<file path="config.mk">
export PLATFORM = sky130hd
export DESIGN_NAME = note_player
export DESIGN_NICKNAME = d
export VERILOG_FILES = /design/src/rtl/note_player_pkg.sv /design/src/rtl/frequency_rom.sv /design/src/rtl/note_player.sv
export SDC_FILE = /design/constraint.sdc
export NUM_CORES = 1
export LEC_CHECK = 0
export CAP_MARGIN = 0
export CORE_MARGIN = 1
export CORE_UTILIZATION = 30
export DETAILED_ROUTE_END_ITERATION = 8
export GPL_ROUTABILITY_DRIVEN = 0
export GPL_TIMING_DRIVEN = 0
export MAX_ROUTING_LAYER = met4
export PLACE_DENSITY = 0.56
export SLEW_MARGIN = 15
export SYNTH_ARGS = -nofsm -noshare
export SYNTH_HDL_FRONTEND = slang
export SYNTH_SLANG_ARGS = --single-unit
</file>
<file path="constraint.sdc">
create_clock -name clk -period 2.8 [get_ports clk]
set_clock_uncertainty 0.15 [all_clocks]
set_input_delay 0.42 -clock clk [delete_from_list [all_inputs] [get_ports clk]]
set_output_delay 0.42 -clock clk [all_outputs]
set_load 0.05 [all_outputs]
</file>
<file path="src/rtl/note_player_pkg.sv">
// rtl/note_player_pkg.sv - shared widths, note constants and FSM encoding for note_player
package note_player_pkg;

  localparam int STEP_W = 20;
  localparam int NOTE_W = 6;
  localparam int DUR_W  = 9;

  localparam logic [NOTE_W-1:0] NOTE_REST = 6'd0;
  localparam logic [NOTE_W-1:0] NOTE_A4   = 6'd49;

  typedef enum logic {
    IDLE   = 1'b0,
    ACTIVE = 1'b1
  } state_t;

endpackage

</file>
<file path="src/rtl/frequency_rom.sv">
// rtl/frequency_rom.sv - 64-entry note-to-phase-step ROM with registered output
module frequency_rom
  import note_player_pkg::*;
(
  input  logic              clk,
  input  logic              reset,
  input  logic [NOTE_W-1:0] note,
  output logic [STEP_W-1:0] step
);

  // round(440 * 2^((n-49)/12) * 2^20 / 48000); note 0 is a rest and maps to 0
  function automatic logic [STEP_W-1:0] lookup(input logic [NOTE_W-1:0] n);
    case (n)
      6'd1:  lookup = 20'd601;   6'd2:  lookup = 20'd636;   6'd3:  lookup = 20'd674;
      6'd4:  lookup = 20'd714;   6'd5:  lookup = 20'd757;   6'd6:  lookup = 20'd802;
      6'd7:  lookup = 20'd850;   6'd8:  lookup = 20'd900;   6'd9:  lookup = 20'd954;
      6'd10: lookup = 20'd1010;  6'd11: lookup = 20'd1070;  6'd12: lookup = 20'd1134;
      6'd13: lookup = 20'd1201;  6'd14: lookup = 20'd1273;  6'd15: lookup = 20'd1349;
      6'd16: lookup = 20'd1429;  6'd17: lookup = 20'd1514;  6'd18: lookup = 20'd1604;
      6'd19: lookup = 20'd1699;  6'd20: lookup = 20'd1800;  6'd21: lookup = 20'd1907;
      6'd22: lookup = 20'd2021;  6'd23: lookup = 20'd2141;  6'd24: lookup = 20'd2268;
      6'd25: lookup = 20'd2403;  6'd26: lookup = 20'd2546;  6'd27: lookup = 20'd2697;
      6'd28: lookup = 20'd2858;  6'd29: lookup = 20'd3028;  6'd30: lookup = 20'd3208;
      6'd31: lookup = 20'd3398;  6'd32: lookup = 20'd3600;  6'd33: lookup = 20'd3815;
      6'd34: lookup = 20'd4041;  6'd35: lookup = 20'd4282;  6'd36: lookup = 20'd4536;
      6'd37: lookup = 20'd4806;  6'd38: lookup = 20'd5092;  6'd39: lookup = 20'd5395;
      6'd40: lookup = 20'd5715;  6'd41: lookup = 20'd6055;  6'd42: lookup = 20'd6415;
      6'd43: lookup = 20'd6797;  6'd44: lookup = 20'd7201;  6'd45: lookup = 20'd7629;
      6'd46: lookup = 20'd8083;  6'd47: lookup = 20'd8563;  6'd48: lookup = 20'd9072;
      6'd49: lookup = 20'd9612;  6'd50: lookup = 20'd10184; 6'd51: lookup = 20'd10789;
      6'd52: lookup = 20'd11431; 6'd53: lookup = 20'd12110; 6'd54: lookup = 20'd12830;
      6'd55: lookup = 20'd13593; 6'd56: lookup = 20'd14402; 6'd57: lookup = 20'd15258;
      6'd58: lookup = 20'd16165; 6'd59: lookup = 20'd17127; 6'd60: lookup = 20'd18145;
      6'd61: lookup = 20'd19224; 6'd62: lookup = 20'd20367; 6'd63: lookup = 20'd21578;
      default: lookup = 20'd0;
    endcase
  endfunction

  // Registered read: the only cycle of latency between a latched note and its step
  always_ff @(posedge clk or negedge reset) begin
    if (!reset) step <= '0;
    else        step <= lookup(note);
  end

endmodule

</file>
<file path="src/rtl/note_player.sv">
// rtl/note_player.sv - note timer and phase-step gating; NOTE_PLAYER_GAP_EN silences the final beat
module note_player
  import note_player_pkg::*;
(
  input  logic              clk,
  input  logic              reset,
  input  logic              reset_player,
  input  logic              play,
  input  logic              beat,
  input  logic              load_new_note,
  input  logic [NOTE_W-1:0] note_in,
  input  logic [DUR_W-1:0]  duration_in,
  output logic [STEP_W-1:0] step_size,
  output logic              note_active,
  output logic              note_done
);

  state_t             state, state_n;
  logic [DUR_W-1:0]   count, count_n;
  logic [NOTE_W-1:0]  note, note_n;
  logic               done_q, done_n;
  logic               gate_q, gate_n;
  logic [STEP_W-1:0]  rom_step;

  frequency_rom u_rom (
    .clk   (clk),
    .reset (reset),
    .note  (note),
    .step  (rom_step)
  );

  // State, beat counter, note latch and the two output-shaping flops
  always_ff @(posedge clk or negedge reset) begin
    if (!reset) begin
      state  <= IDLE;
      count  <= '0;
      note   <= NOTE_REST;
      done_q <= 1'b0;
      gate_q <= 1'b0;
    end else if (reset_player) begin
      state  <= IDLE;
      count  <= '0;
      note   <= NOTE_REST;
      done_q <= 1'b0;
      gate_q <= 1'b0;
    end else begin
      state  <= state_n;
      count  <= count_n;
      note   <= note_n;
      done_q <= done_n;
      gate_q <= gate_n;
    end
  end

  // Next state: a load always wins; otherwise count beats down and finish on 1->0 or a zero duration
  always_comb begin
    state_n = state;
    count_n = count;
    note_n  = note;
    done_n  = 1'b0;
    if (load_new_note) begin
      state_n = ACTIVE;
      count_n = duration_in;
      note_n  = note_in;
    end else if (state == ACTIVE) begin
      if (count == '0) begin
        state_n = IDLE;
        done_n  = 1'b1;
      end else if (play && beat) begin
        count_n = count - DUR_W'(1);
        if (count == DUR_W'(1)) begin
          state_n = IDLE;
          done_n  = 1'b1;
        end
      end
    end
    // Gate lines up with the ROM's one-cycle read so the step and its enable change together
`ifdef NOTE_PLAYER_GAP_EN
    gate_n = (state == ACTIVE) && play && (count != DUR_W'(1));
`else
    gate_n = (state == ACTIVE) && play;
`endif
  end

  // Outputs: silence whenever the gate is closed
  always_comb begin
    note_active = (state == ACTIVE);
    note_done   = done_q;
    step_size   = gate_q ? rom_step : '0;
  end

endmodule

</file>
==> results.yml, run 1 <==
synth:
  avgSynthCellArea_um2: 8.43
  synth_seq_area_share_pct: 28.9
  ys_ff_latch: 33
  yosysTopAreaCellShare_pct: 28.9
  yosysWarnings: 0
  synth.distinct_cells: 61
  async_reset_ff_share_pct: 100
  synth_enable_flop_cells: 0
  yosysTopAreaCell: "dfrtp_1"
  netlist_area_um2: 2860
  synthTopCellsByArea: "dfrtp_1 29%, ha_1 5.3%, mux4_2 4.7%, a21oi_1 4.2%, mux2i_1 4.2%"
  syn_inst: 339
  synth_top_flop_cell: "dfrtp_1"
final_layout:
  stdcell_count: 515
  nFillCells: 932
  final_common_cell: "clkdlybuf4s50_1"
  nNetsFinal: 418
  layout_common_cells: "35 x clkdlybuf4s50_1, 32 x dfrtp_1, 27 x nor2_1"
  syn2layout_area_growth_pct: 22.3
  final_util_pct: 37.8
  drive_gt1_share_pct: 11.9
floorplan:
  io_pins: 43
  start_util_pct: 30.9
  die_y_um: 99.6
  rows: 35
  dieArea_um2: 9920
  die_w_um: 99.6
  core-area_um2: 9240
global_route:
  antenna_found_initial: 1
  met2_usage_pct: 27.4
  grt_util_all_layers_pct: 18.2
  grt_pass1_wl_um: 13800
  grt_pass1_vias: 2719
  use_met3_pct: 3.51
  grtUsageMet1_pct: 23.7
  overflow: 0
  grt_max_degree: 34
  grt_busiest_layer: "met2"
cts:
  cts_hold_buf: 0
  clkTransAtPathRegs_ns: 0.08
  clock_path_buffers: 2
  cts_sinks: 33
  cts-root-buf: "clkbuf_8"
  cts_buffers: 5
  cts_tree: "built"
  post-cts-setup-buffer-count: 0
  htreeDepth: 2
  worst_skew_pair.late_latency_ns: 0.30
critical_path:
  crit_path_end_kind: "register"
  cp.required_ns: 2.82
  path_max_fanout: 19
  path_class: "register to register"
  startpoint_type: "register"
  cp.arrival_ns: 2.68
sta:
  slew_headroom_pct: 51.3
  worstMarginPinSlew_ns: 0.725
  grt_setup_unrepaired: "false"
  timing.final.crit_period_ns: 2.66
  hold_viol_final: 0
  fin_crit_sh_pct: 94.9
  clock.fmax_mhz: 376
  hold_ws_ns: 0.0290
  slew_violations: 0
  finalSetupViolations: 0
placed_design:
  placedCellCount: 508
  dp_hpwl_um: 6210
  io_buffers: 36
run:
  drv_cap: 0
pwr:
  total_power_mw: 1.44
  power.density_nw_per_um2: 413
  peakVddDrop_uv: 179
  leakage_nw: 1.43
status:
  run_status: "completed"
drt:
  drt-total-wl_um: 8440
  firstDrtPassIters: 6
  post_drt_wl_per_cell_um: 16.4
  num_vias: 2875
  drt_iter0_markers: 416
  drc: 0
  viasPerCell: 5.58
  ant_nets: 0
min_path:
  min_path_type: "primary input to asynchronous set/reset pin"
[state kept, by name, summed over array words and instances (netlist names)]
signal and flops:
count 9, gate_q 1, note 6, note_active 1, note_done 1, u_rom.step 15
[stage by stage]
| step | instance area (um2) | TNS (ns) | setup slack [ns] |
|---|---|---|---|
| after floorplan | 2870 | 0 | 0.294 |
| after global placement | 3390 | -1.30 | -0.229 |
| after detailed placement | 3390 | -1.08 | -0.224 |
| after CTS | 3490 | 0 | 0.0605 |
| after global routing | 3490 | 0 | 0.0477 |
| final | 3490 | 0 | 0.143 |
[final timing paths]
path,depth (start not counted),slack [ns],from,to
min in group clk,2,0.44,note_active,note_done
worst max register to register,7,0.14,note[0],u_rom.step[9]
worst min-delay path,1,0.03,reset,u_rom.step[6]
max in group asynchronous,1,1.96,reset,note[0]
worst max-delay path,7,0.14,note[0],u_rom.step[9]
worst min register to register,2,0.44,note_active,note_done
[power breakdown]
group          switching (mW)  internal, mW  leakage, nW
logic                   0.274         0.186        0.947
registers              0.0300         0.520        0.427
clock network           0.173         0.258       0.0540
[metal layers]
layer	up-vias	share of wire (%)
met2	192	44
li1	1316	-
met5	-	0
met1	1331	43
met4	0	3.4
met3	36	9.6
[critical path, cell delays in order (launching register included)]
cell and delay [ns]:
dfrtp_2 0.60, inv_1 0.20, ha_1 0.35, buf_2 0.20, nand2_1 0.23, o21ai_0 0.19, mux2_2 0.30, a221o_1 0.30
[Yosys cell counts (3+ instances only)]
cell / n
and3_1: 3
o21a_1: 4
nor3_1: 9
mux4_2: 6
o21ai_0: 19
buf_4: 6
o22ai_1: 4
buf_2: 13
a21o_1: 4
nand3_1: 6
mux2i_1: 12
dfrtp_1: 33
clkbuf_1: 10
nor2_1: 27
a211oi_1: 9
ha_1: 12
o211ai_1: 4
o21ai_1: 3
nor2b_1: 10
nor3b_1: 4
inv_1: 14
mux2_2: 3
o221ai_1: 5
nand4_1: 5
nand2_1: 24
a21oi_1: 24
and2_1: 17
nand2b_1: 6
[layout make-up]
cell class	instances	area [um2]	area share [%]
well taps	129	161	4.62
plain buffers	31	170	4.87
clock buffers	5	68.8	1.97
clock inverters	2	35.0	1.00
diodes	1	2.50	0.0717
inverters	17	63.8	1.83
flip-flops and latches	33	827	23.7
repair buffers	36	355	10.2
multi-input cells	261	1810	51.8
[cell families (layout without fill, tap and decap cells)]
family | count (synthesis) | after routing | share of synthesized area (%)
adder cells (fa/ha/maj) | 12 | 12 | 5.26
flip-flops | 33 | 33 | 28.9
XOR/XNOR | 2 | 2 | 0.613
buffers and inverters | 49 | 91 | 8.32
AND/OR/NAND/NOR | 120 | 120 | 22.4
other | 1 | 6 | 0.131
AO/OA/AOI/OAI | 100 | 100 | 23.9
multiplexers | 22 | 22 | 10.5
[timing repair]
action | CTS | global route
hold endpoints to repair | 0 | 0
gates cloned | 0 | 0
endpoints found under the setup margin | 10 | 6
gates resized for setup | 2 | 0
pin swaps | 0 | 0
(Power assumes the default switching activity.)
==> inputs of run 2 (changes only) <==
--- a/config.mk
+++ b/config.mk
@@ -13,7 +13,7 @@
 export GPL_TIMING_DRIVEN = 0
 export MAX_ROUTING_LAYER = met4
 export PLACE_DENSITY = 0.56
-export SLEW_MARGIN = 15
+export SLEW_MARGIN = 10
 export SYNTH_ARGS = -nofsm -noshare
 export SYNTH_HDL_FRONTEND = slang
 export SYNTH_SLANG_ARGS = --single-unit
==> results of run 2 <==
Final layout, timing and power as in run 1 (identical DEF).
